### src/rtl/clk_meas_pkg.sv
// Shared types and constants for the clock-period measurement blocks.
package clk_meas_pkg;

    localparam int DEFAULT_CNT_W = 16;
    localparam logic [DEFAULT_CNT_W-1:0] CNT_MAX = '1;

    typedef enum logic [1:0] {
        IDLE    = 2'd0,
        ARM     = 2'd1,
        MEASURE = 2'd2
    } meas_state_e;

endpackage

### src/rtl/sync_edge_detect.sv
// Resynchronises an asynchronous level into syn_clk and flags its rising edges.
module sync_edge_detect #(
    parameter int SYNC_STAGES = 2
) (
    input  logic syn_clk,
    input  logic rst_n,
    input  logic async_in,
    output logic rise
);

    // Legal SYNC_STAGES range is 2 to 4; stage 0 is the metastability catcher.
    logic [SYNC_STAGES-1:0] r_sync;
    logic                   r_hist;

    always_ff @(posedge syn_clk or negedge rst_n) begin
        if (!rst_n) begin
            r_sync <= '0;
            r_hist <= 1'b0;
        end else begin
            r_sync <= {r_sync[SYNC_STAGES-2:0], async_in};
            r_hist <= r_sync[SYNC_STAGES-1];
        end
    end

    assign rise = r_sync[SYNC_STAGES-1] & ~r_hist;

endmodule

### src/rtl/async_clk_period_meter.sv
// Counts syn_clk cycles between rising edges of an asynchronous clock and
// keeps per-sample output plus running min/max and a sticky overflow flag.
module async_clk_period_meter
    import clk_meas_pkg::*;
#(
    parameter int CNT_W       = DEFAULT_CNT_W,
    parameter int SYNC_STAGES = 2
) (
    input  logic             syn_clk,
    input  logic             rst_n,
    input  logic             asyn_clk_in,
    input  logic             en,
    input  logic             clr_stats,
    output logic [CNT_W-1:0] period,
    output logic             period_valid,
    output logic [CNT_W-1:0] min_period,
    output logic [CNT_W-1:0] max_period,
    output logic             overflow,
    output logic             busy
);

    localparam logic [CNT_W-1:0] ALL_ONES = '1;
    localparam logic [CNT_W-1:0] ONE      = CNT_W'(1);

    meas_state_e      r_state;
    meas_state_e      w_state_next;
    logic [CNT_W-1:0] r_cnt;
    logic [CNT_W-1:0] w_cnt_next;
    logic             w_rise;
    logic             w_sample;
    logic             w_ovf_evt;

    logic [CNT_W-1:0] r_period;
    logic             r_period_valid;
    logic [CNT_W-1:0] r_min;
    logic [CNT_W-1:0] r_max;
    logic             r_overflow;

    sync_edge_detect #(
        .SYNC_STAGES (SYNC_STAGES)
    ) u_sync_edge_detect (
        .syn_clk  (syn_clk),
        .rst_n    (rst_n),
        .async_in (asyn_clk_in),
        .rise     (w_rise)
    );

    always_ff @(posedge syn_clk or negedge rst_n) begin
        if (!rst_n) begin
            r_state <= IDLE;
            r_cnt   <= '0;
        end else begin
            r_state <= w_state_next;
            r_cnt   <= w_cnt_next;
        end
    end

    // Disable has priority over everything, so a partial period is simply dropped.
    always_comb begin
        w_state_next = r_state;
        w_cnt_next   = r_cnt;
        w_sample     = 1'b0;
        w_ovf_evt    = 1'b0;
        if (!en) begin
            w_state_next = IDLE;
            w_cnt_next   = '0;
        end else begin
            case (r_state)
                IDLE: begin
                    w_state_next = ARM;
                    w_cnt_next   = '0;
                end
                ARM: begin
                    if (w_rise) begin
                        w_state_next = MEASURE;
                        w_cnt_next   = ONE;
                    end
                end
                MEASURE: begin
                    if (w_rise) begin
                        w_sample   = 1'b1;
                        w_cnt_next = ONE;
                    end else if (r_cnt == ALL_ONES) begin
                        w_ovf_evt    = 1'b1;
                        w_state_next = ARM;
                        w_cnt_next   = '0;
                    end else begin
                        w_cnt_next = r_cnt + ONE;
                    end
                end
                default: begin
                    w_state_next = IDLE;
                    w_cnt_next   = '0;
                end
            endcase
        end
    end

    always_ff @(posedge syn_clk or negedge rst_n) begin
        if (!rst_n) begin
            r_period       <= '0;
            r_period_valid <= 1'b0;
            r_min          <= ALL_ONES;
            r_max          <= '0;
            r_overflow     <= 1'b0;
        end else begin
            r_period_valid <= w_sample;
            if (w_sample) begin
                r_period <= r_cnt;
            end
            // A sample arriving with a clear restarts the statistics from that sample.
            if (w_sample && clr_stats) begin
                r_min <= r_cnt;
                r_max <= r_cnt;
            end else if (clr_stats) begin
                r_min <= ALL_ONES;
                r_max <= '0;
            end else if (w_sample) begin
                if (r_cnt < r_min) begin
                    r_min <= r_cnt;
                end
                if (r_cnt > r_max) begin
                    r_max <= r_cnt;
                end
            end
            r_overflow <= w_ovf_evt | (r_overflow & ~clr_stats);
        end
    end

    assign period       = r_period;
    assign period_valid = r_period_valid;
    assign min_period   = r_min;
    assign max_period   = r_max;
    assign overflow     = r_overflow;
    assign busy         = (r_state != IDLE);

endmodule

### config.mk
export PLATFORM = sky130hd
export DESIGN_NAME = async_clk_period_meter
export DESIGN_NICKNAME = d
export VERILOG_FILES = /design/src/rtl/clk_meas_pkg.sv /design/src/rtl/sync_edge_detect.sv /design/src/rtl/async_clk_period_meter.sv
export SDC_FILE = /design/constraint.sdc
export NUM_CORES = 1
export LEC_CHECK = 0
export CORE_MARGIN = 1
export CORE_UTILIZATION = 39
export DETAILED_ROUTE_END_ITERATION = 6
export HOLD_SLACK_MARGIN = 0.06
export PLACE_DENSITY = 0.62
export SETUP_SLACK_MARGIN = 0.1
export SLEW_MARGIN = 5
export SYNTH_ARGS = -nofsm -noshare
export SYNTH_HDL_FRONTEND = slang
export SYNTH_HIERARCHICAL = 1
export SYNTH_SLANG_ARGS = --single-unit
### constraint.sdc
create_clock -name syn_clk -period 2.2 [get_ports syn_clk]
set_clock_uncertainty 0.15 [all_clocks]
set_input_delay 0.44 -clock syn_clk [delete_from_list [all_inputs] [get_ports syn_clk]]
set_output_delay 0.44 -clock syn_clk [all_outputs]
set_load 0.01 [all_outputs]
==> flow_summary_export.csv, run 1 <==
group,metric,value,unit
min_path,min_path_type,"flip-flop to flip-flop",
setup_path,r2r_cells,9,
logic_synthesis,async_flop_share,100.0,%
logic_synthesis,synth_enable_flop_cells,0,
floorplan,dieArea,10210,sq um
grt,grt_pass1_vias,3523,
setup_path,startpoint_type,"flip-flop",
clock_tree,tritoncts,"done",
logic_synthesis,synth_cell_types,50,
timing,worstMarginPinSlew,0.4948,ns
pwr,ir_worst_vdd,0.4252,mV
clock_tree,cts_sinks,71,
logic_synthesis,synth_simple_gate_area_share,14.68,%
setup_path,r2r_start,"max_period[10]",
setup_path,end_kind,"flip-flop",
floorplan,dieWidth,101.1,um
floorplan,placementRows,35,
placed_design,portBuffers,55,
logic_synthesis,synthMuxAreaShare,0.5232,%
detailed_routing,vias,3353,
clock_tree,h-tree-depth,3,
grt,gr-usage-all-layers,22.37,%
floorplan,core_area,9371,sq um
setup_path,critical_path_required,2.30,ns
cells_and_area,finalInstanceArea,5763,sq um
pwr,p_sw,0.7652,mW
setup_path,cp.arrival,2.56,ns
timing,period_share,112.0,%
detailed_routing,wl_per_cell,16.20,um
detailed_routing,route.detailed.drc,0,
run,drv_cap,0,
pwr,internal-power,2.041,mW
placed_design,place_hpwl,7.436,mm
setup_path,rrSetupSlack,-0.26,ns
detailed_routing,finalWirelength,10.63,mm
placed_design,placed_area,5076,sq um
grt,grt_overflow,0,
timing,hold_ws,0.2036,ns
grt,antenna_found_initial,0,
timing,tns,-5.135,ns
cells_and_area,n_antenna_cell,0,
min_path,min_from,"u_sync_edge_detect/r_sync[0]",
grt,grt_max_degree,72,
clock_tree,clk_latency,0.36,ns
floorplan,start_util,40.83,%
clock_tree,clk_pin_slew,0.08,ns
clock_tree,clockBufferDepth,2,
pwr,seqPwrFrac,48.4,%
setup_path,r2r-end,"max_period[3]",
clock_tree,cts_buffers,9,
grt,grt_pass1_wl,17.31,mm
pwr,power.density,487.0,nW/um^2
cells_and_area,fillers,798,
timing,rsz0062_at_grt,"true",
detailed_routing,viasPerCell,5.111,
setup_path,path_max_fanout,6,
timing,max_freq,405.8,MHz
detailed_routing,drt_iter0_drc,116,
pwr,p_leak,2.799,nW
setup_path,path_class,"flip-flop to flip-flop",
logic_synthesis,synth_xor_area_share,1.602,%
placed_design,place_congestion,0.8184,
timing,maxSlewViolCount,0,
timing,setup_ws,-0.2641,ns
placed_design,preCtsSetupSlack,-0.3425,ns
cells_and_area,drive_above_1_share,35.10,%
cells_and_area,postLayoutCoreUtil,61.50,%
floorplan,die_y,101.1,um
timing,slew_headroom,66.87,%
logic_synthesis,synth_top_family_by_area,"compound AO/OA/AOI/OAI gates",
pwr,swShare,27.27,%
timing,setup_viol,32,
logic_synthesis,syn_avg_cell_area,10.10,sq um
cells_and_area,nets,562,
timing,min_period,2.464,ns
logic_synthesis,yosys_warnings,6,
logic_synthesis,synth_flop_cell,"dfrtp_1",
logic_synthesis,syn_inst,379,
min_path,hold_depth,0,
detailed_routing,dr.pass1.iters,4,
logic_synthesis,ys_ff_latch,71,
logic_synthesis,syn_nets,419,
logic_synthesis,synth_compound_area_share,17.76,%
logic_synthesis,yosysSeqAreaShare,46.96,%
status,violations,"setup timing",
min_path,whs_endpoint,"u_sync_edge_detect/r_sync[1]",
cells_and_area,area_growth,50.62,%
floorplan,io_pins,56,
status,status,"finished, violations left",
logic_synthesis,synth_fa_ha_area_share,11.45,%
pwr,pwr-share-clk,37.7,%
logic_synthesis,syn-cell-area,3826,sq um
clock_tree,root_buffer,"clkbuf_8",
timing,hold_viol,0,
detailed_routing,postRouteAntennaNets,0,
pwr,pwr-share-comb,13.9,%
metrics by stage:
step                instances  total power, mW
finish                    656            2.806
global placement          628            1.737
floorplan                 379            1.573
detailed placement        628            1.740
CTS                       654            2.814
global route              656            2.934
per-layer routing:
metal / track usage, % / share of wire, % / up-vias
li1: - / - / 1617
met1: 28.42 / 44 / 1642
met2: 38.04 / 50 / 73
met3: 4.577 / 4.3 / 21
met4: 7.246 / 1.7 / 0
met5: 0 / 0 / -
worst max-delay path by stage:
stage | to | depth (start not counted) | startpoint
3_3_place_gp | max_period[3] | 8 | r_cnt[13]
4_1_cts | max_period[1] | 9 | max_period[13]
6_report | max_period[3] | 9 | max_period[10]
5_1_grt | max_period[1] | 10 | max_period[6]
2_1_floorplan | max_period[13] | 10 | max_period[5]
3_5_place_dp | max_period[5] | 8 | r_cnt[13]
final cells by class:
class	instances	area (sq um)	share of cell area, %
clock buffers	10	127.6	2.214
flip-flops and latches	71	1797	31.18
clock inverters	6	62.56	1.086
inverters	41	153.9	2.670
multi-input cells	251	2113	36.67
well taps	129	161.4	2.801
repair buffers	148	1348	23.38
sequential cells by signal (all words and copies together) (netlist names):
| name | count |
|---|---|
| max_period | 16 |
| min_period | 16 |
| period | 16 |
| r_cnt | 16 |
| r_state | 2 |
| u_sync_edge_detect/r_sync | 2 |
| overflow | 1 |
| period_valid | 1 |
| u_sync_edge_detect/r_hist | 1 |
synth_stat cells, types with 2 or more instances:
cell type | number | area (sq um)
a211oi_2 | 2 | 25.02
a21o_1 | 3 | 22.52
a21oi_1 | 12 | 60.06
a22o_1 | 11 | 96.34
a22o_2 | 6 | 60.06
a32o_1 | 2 | 20.02
and2_1 | 5 | 31.28
and3_1 | 4 | 25.02
and4_1 | 3 | 26.28
buf_2 | 3 | 15.01
buf_6 | 3 | 33.78
buf_8 | 2 | 30.03
clkbuf_1 | 4 | 15.01
clkbuf_2 | 2 | 10.01
dfrtp_1 | 55 | 1376
dfstp_2 | 16 | 420.4
ha_1 | 35 | 437.9
inv_1 | 40 | 150.1
mux2i_1 | 2 | 20.02
nand2_1 | 59 | 221.5
nand3_1 | 13 | 65.06
nand4_1 | 8 | 50.05
nor2_1 | 16 | 60.06
nor2b_1 | 3 | 18.77
nor3_1 | 2 | 10.01
o21ai_0 | 20 | 100.1
o22a_1 | 16 | 140.1
o31ai_1 | 5 | 37.54
xnor2_1 | 3 | 26.28
xor2_1 | 4 | 35.03
layout by cell type, fill, tap and decap left out, types with 4 or more instances in the layout:
cell	synthesis	layout
nand3_1	13	13
inv_2	0	11
o22a_1	16	16
buf_6	3	9
dfstp_2	16	16
a21oi_1	12	8
a22o_4	0	6
clkdlybuf4s50_1	0	39
a22o_1	11	11
nor2_1	16	13
inv_1	40	29
clkbuf_8	0	9
ha_4	0	16
and2_1	5	4
ha_1	35	19
o21ai_0	20	10
buf_4	1	78
nand2_1	59	58
xor2_1	4	4
dlygate4sd2_1	0	12
dfrtp_1	55	55
o21ai_1	0	9
nand4_1	8	8
a21oi_2	1	4
cells by family (layout without fill, tap and decap cells):
| logic type | count (synthesis) | in the layout |
|---|---|---|
| simple gates | 119 | 119 |
| compound gates | 88 | 88 |
| flops | 71 | 71 |
| buf+inv | 57 | 205 |
| fa+ha+maj | 35 | 35 |
| xor+xnor | 7 | 7 |
| mux | 2 | 2 |
critical path, cell delays in order, from the launching register on:
cell      delay, ns
dfrtp_1        0.37
inv_1          0.05
ha_1           0.30
nand4_1        0.19
nor2_1         0.08
a2111o_1       0.36
a211o_1        0.25
and3_4         0.22
buf_6          0.14
a22o_4         0.24
power by group through the flow:
stage | logic, mW | registers, mW | clock network [mW]
2_1_floorplan | 0.184 | 1.39 | 0
3_5_place_dp | 0.354 | 1.39 | 0
3_3_place_gp | 0.353 | 1.38 | 0
6_report | 0.391 | 1.36 | 1.06
5_1_grt | 0.436 | 1.36 | 1.14
4_1_cts | 0.388 | 1.36 | 1.07
repair_timing:
item                                    CTS  global route
gates resized for setup                  61            30
gates cloned                              2             0
pin swaps                                59            18
endpoints found under the setup margin   47            49
buffers inserted                          7             2
hold endpoints to repair                 55             0
hold buffers                              1             0
(Power assumes the default switching activity.)
==> run 2, diff against run 1 <==
- CELL_PAD_IN_SITES_DETAIL_PLACEMENT: default -> 0
- CELL_PAD_IN_SITES_GLOBAL_PLACEMENT: default -> 2
- CORE_UTILIZATION: 39 -> 31
- PLACE_DENSITY: 0.62 -> 0.75
==> flow_summary_export.csv, run 2 (same netlist as run 1, synthesis figures left out) <==
group,metric,value,unit
status,violations,"setup timing",
timing,setup_viol,32,
run,drv_cap,0,
cells_and_area,multi_input_area,1926,sq um
setup_path,path_max_fanout,13,
timing,max_freq,414.3,MHz
floorplan,placementRows,40,
detailed_routing,route.detailed.drc,0,
pwr,power.density,541.8,nW/um^2
status,status,"finished, violations left",
min_path,min_path_type,"flip-flop to flip-flop",
setup_path,cp.arrival,2.48,ns
timing,period_share,109.7,%
grt,gr-usage-all-layers,18.54,%
grt,grt_overflow,0,
placed_design,place_hpwl,7.976,mm
clock_tree,clockBufferDepth,2,
grt,grt_pass1_vias,3551,
cells_and_area,drive_above_1_share,31.89,%
cells_and_area,final_cell_mix,"86 x buf_4, 59 x nand2_1, 54 x dfrtp_1",
setup_path,path_class,"flip-flop to flip-flop",
setup_path,end_kind,"flip-flop",
cells_and_area,fillers,1162,
detailed_routing,postRouteAntennaNets,0,
detailed_routing,wl_per_cell,16.07,um
grt,grt_max_degree,72,
floorplan,dieWidth,113.1,um
pwr,p_leak,2.796,nW
timing,worstMarginPinSlew,0.4300,ns
clock_tree,root_buffer,"clkbuf_16",
clock_tree,clk_pin_slew,0.06,ns
detailed_routing,vias,3326,
timing,rsz0062_at_grt,"true",
floorplan,io_pins,56,
placed_design,place_congestion,0.8174,
cells_and_area,nets,568,
timing,maxSlewViolCount,0,
clock_tree,cts_sinks,71,
grt,grt_pass1_wl,18.00,mm
placed_design,preCtsSetupSlack,-0.2996,ns
floorplan,die_y,113.1,um
cells_and_area,layout.cells.most_common,"buf_4",
setup_path,startpoint_type,"flip-flop",
clock_tree,tritoncts,"done",
floorplan,dieArea,12790,sq um
placed_design,placedCellCount,651,
timing,slew_headroom,71.34,%
placed_design,placed_area,5136,sq um
cells_and_area,n_antenna_cell,0,
clock_tree,clk_latency,0.33,ns
cells_and_area,postLayoutCoreUtil,47.79,%
detailed_routing,dr.pass1.iters,4,
timing,hold_viol,0,
grt,antenna_found_initial,0,
timing,tns,-3.416,ns
cells_and_area,area_growth,50.03,%
timing,setup_ws,-0.2136,ns
clock_tree,cts_buffers,9,
pwr,ir_worst_vdd,0.2945,mV
floorplan,core_area,12010,sq um
detailed_routing,finalWirelength,10.93,mm
cells_and_area,finalInstanceArea,5741,sq um
timing,min_period,2.414,ns
cells_and_area,final_cells,680,
detailed_routing,viasPerCell,4.891,
placed_design,portBuffers,55,
cells_and_area,layout.area.seq,1798,sq um
detailed_routing,drt_iter0_drc,129,
floorplan,start_util,31.85,%
setup_path,critical_path_required,2.27,ns
clock_tree,h-tree-depth,3,
[run 2: layout make-up]
| type | count | share of cell area [%] |
|---|---|---|
| Multi-Input combinational cell | 251 | 33.54 |
| Sequential cell | 71 | 31.32 |
| Timing Repair Buffer | 154 | 24.52 |
| Clock buffer | 16 | 4.730 |
| Tap cell | 147 | 3.204 |
| Inverter | 41 | 2.681 |
[run 2: what timing repair did]
item	CTS	global route
endpoints found under the setup margin	36	58
endpoints found under the hold margin	55	0
hold buffers	1	0
cloned	1	0
gates resized for setup	16	40
setup buffers	5	6
pin swaps	27	14
[run 2: final timing paths]
check                                              from                      endpoint  slack, ns  cells past startpoint
max                                       max_period[5]                 max_period[2]      -0.21                      9
min                        u_sync_edge_detect/r_sync[0]  u_sync_edge_detect/r_sync[1]       0.20                      0
max reg2reg                               max_period[5]                 max_period[2]      -0.21                      9
min reg2reg                u_sync_edge_detect/r_sync[0]  u_sync_edge_detect/r_sync[1]       0.20                      0
max in group asynchronous                         rst_n                min_period[12]       1.01                      3
min in group asynchronous                         rst_n                     period[5]       0.49                      3
[run 2: worst max-delay path, cell delays in order, from the launching register on]
cell and delay [ns]:
dfrtp_1 0.39, inv_2 0.08, ha_4 0.20, a21oi_2 0.14, o21ai_1 0.09, a2111o_1 0.41
a211o_1 0.24, and3_4 0.20, buf_12 0.14, a22o_2 0.25
[run 2: routing by layer]
| metal | wire (um) | GRT usage, % | vias up | part of all wire [%] |
|---|---|---|---|---|
| met5 | 0 | 0 | - | 0 |
| met4 | 153 | 6.228 | 0 | 1.4 |
| met3 | 369 | 4.928 | 13 | 3.4 |
| met2 | 5268 | 30.72 | 61 | 48 |
| met1 | 5137 | 23.45 | 1627 | 47 |
| li1 | - | - | 1625 | - |
[run 2: stage by stage]
step / hold slack [ns] / power [mW]
after floorplan: -0.005591 / 1.573
after CTS: 0.1968 / 3.144
after global placement: 0.1830 / 1.753
after global routing: 0.2152 / 3.253
after detailed placement: 0.1847 / 1.755
final: 0.1953 / 3.110
[run 2: where the power goes]
group | switching, mW | total (mW) | internal, mW | leakage, nW
logic | 0.213 | 0.396 | 0.183 | 1.74
clock network | 0.529 | 1.36 | 0.828 | 0.131
registers | 0.0158 | 1.36 | 1.34 | 0.927
total | 0.758 | 3.11 | 2.35 | 2.80
==> RTL edit, RTL diff (settings of run 1) <==
Set the package constant `DEFAULT_CNT_W` to 32 (it was 16).
--- a/src/rtl/clk_meas_pkg.sv
+++ b/src/rtl/clk_meas_pkg.sv
@@ -2,5 +2,5 @@
 package clk_meas_pkg;
 
-    localparam int DEFAULT_CNT_W = 16;
+    localparam int DEFAULT_CNT_W = 32;
     localparam logic [DEFAULT_CNT_W-1:0] CNT_MAX = '1;
 
Interface: changed (resized max_period, min_period and period); port bits go from 56 to 104. The function was not compared with the original's and may differ.
==> RTL edit against run 1 <==
  * The flow still finishes with violations (negative setup slack)
  * Die area rose by 94%
  * Sequential cell count rose by 64
  * Non-clock buffer count rose by 181
  * Setup slack got worse by 0.27 ns
  * Synthesized cell count rose by 110%
  * Critical path depth rose by 2
  * Wire length rose by 110%
  * Final area rose by 110%
  * Power rose by 120%
  * Sequential share of layout area fell by 2.5 points
  * Area after synthesis rose by 97%
  * Via count rose by 110%
  * Critical path type unchanged
  * Largest cell class unchanged
  * Largest power group is now the clock network
==> RTL edit: results <==
metrics = {
    "global_route": {
        "track_usage_pct": 23.64,
        "grt_pass1_wl_um": 36260,
        "grt_max_degree": 44,
        "grt_pass1_vias": 6965,
    },
    "timing": {
        "setup_tns_ns": -35.37,
        "holdWs_ns": 0.1974,
        "setup_viol": 96,
        "worst_pin_slew_ns": 0.4974,
        "worst_slack_ns": -0.5386,
    },
    "yosys": {
        "synthesis.nets": 863,
        "synthTopCellsByCount": "119 x nand2_1, 103 x dfrtp_1, 79 x inv_1",
        "ys_types": 55,
    },
    "worst_setup_path": {
        "worstPathArrival_ns": 2.91,
        "cp-startpoint": "max_period[1]",
        "worstSetupEndpoint": "max_period[27]",
        "max_stage_delay_ns": 0.41,
        "rr_worst_depth": 11,
        "cp_max_fo": 11,
    },
    "placed_design": {
        "gp_congestion": 0.8199,
        "port_buffers": 103,
        "pre_cts_ws_ns": -0.5013,
        "dp_hpwl_um": 15380,
    },
    "cts": {
        "clk_latency_ns": 0.43,
        "clock-root-buffer": "clkbuf_16",
        "cts.clk_slew.worst_paths_ns": 0.06,
        "cts_made_buffers": 17,
        "cts.htree.levels": 4,
    },
    "finish": {
        "final_nets": 1169,
    },
    "detailed_routing": {
        "first_pass_iters": 6,
        "drt_iter0_drc": 343,
        "num_vias": 6946,
        "wirelength_um": 22750,
    },
    "run_status": {
        "failed_checks": "negative setup slack",
        "status": "complete, but fails checks",
    },
    "pwr": {
        "p_leak_nw": 5.807,
        "max-vdd-ir-drop_mv": 0.5519,
    },
}
[RTL edit: cell count changes in the layout (fill, tap and decap cells not counted), moves of 28 or more]
cell,change
buf_4,+108
nand2_1,+58
dfrtp_1,+40
mux2i_1,+39
nor2_1,+35
inv_1,+33
clkdlybuf4s50_1,+29
ha_1,+28
[RTL edit: logic make-up after synthesis]
logic type / synth area share (%)
xor gates and xnor gates: 0.1164
muxes: 5.603
and+or+nand+nor: 17.32
adders and majority gates: 11.14
buffers and inverters: 6.949
DFF: 45.42
AOI/OAI and AO/OA: 13.45
[RTL edit: how the worst min path moves through the flow]
stage | from | to | depth (start not counted)
final | u_sync_edge_detect/r_sync[0] | u_sync_edge_detect/r_sync[1] | 0
after CTS | u_sync_edge_detect/r_sync[0] | u_sync_edge_detect/r_sync[1] | 0
after floorplan | rst_n | max_period[0] | 0
after detailed placement | u_sync_edge_detect/r_sync[0] | u_sync_edge_detect/r_sync[1] | 0
after global placement | u_sync_edge_detect/r_sync[0] | u_sync_edge_detect/r_sync[1] | 0
after global routing | u_sync_edge_detect/r_sync[0] | u_sync_edge_detect/r_sync[1] | 0
[RTL edit: timing repair]
action | in CTS | in global routing
buffers inserted | 25 | 11
endpoints found under the setup margin | 127 | 101
resized for setup | 89 | 44
hold endpoints to repair | 32 | 0
pin swaps | 37 | 32
hold buffers | 1 | 0
cloned | 6 | 1
[RTL edit: per-stage QoR]
stage | cell area, um2 | std cells
after detailed placement | 10520 | 1299
final | 11970 | 1370
after CTS | 11690 | 1362
after floorplan | 7909 | 791
after global routing | 11970 | 1370
after global placement | 10520 | 1299
[RTL edit: where the power goes]
group	internal, mW	total [mW]	leakage [nW]	switching [mW]
clock network	1.74	2.90	0.275	1.16
logic	0.278	0.621	3.78	0.343
registers	2.51	2.53	1.75	0.0121
[RTL edit: cell type report]
cell class,count,area (um2)
clock inverter,13,145.1
inverter,80,300.3
multi-input combinational,534,4265
timing repair buffer,329,3052
clock buffer,19,452.9
tap,260,325.3
sequential,135,3428
fill,1510,6862
[RTL edit: metal layers]
| layer | vias up | GRT usage, % | wire length (um) |
|---|---|---|---|
| met5 | - | 0 | 0 |
| met4 | 0 | 9.096 | 579 |
| met3 | 35 | 3.804 | 831 |
| met2 | 175 | 38.54 | 10590 |
| met1 | 3366 | 31.55 | 10750 |
| li1 | 3370 | - | - |
[RTL edit: worst reg2reg max path: stages, from the launching register on]
cell and delay, ns:
dfrtp_1 0.41, inv_2 0.08, ha_4 0.19, nor2b_1 0.12
o211ai_1 0.34, a21oi_2 0.11, nor4bb_2 0.37, buf_4 0.18
o211ai_1 0.11, buf_4 0.18, buf_6 0.15, a22o_1 0.22
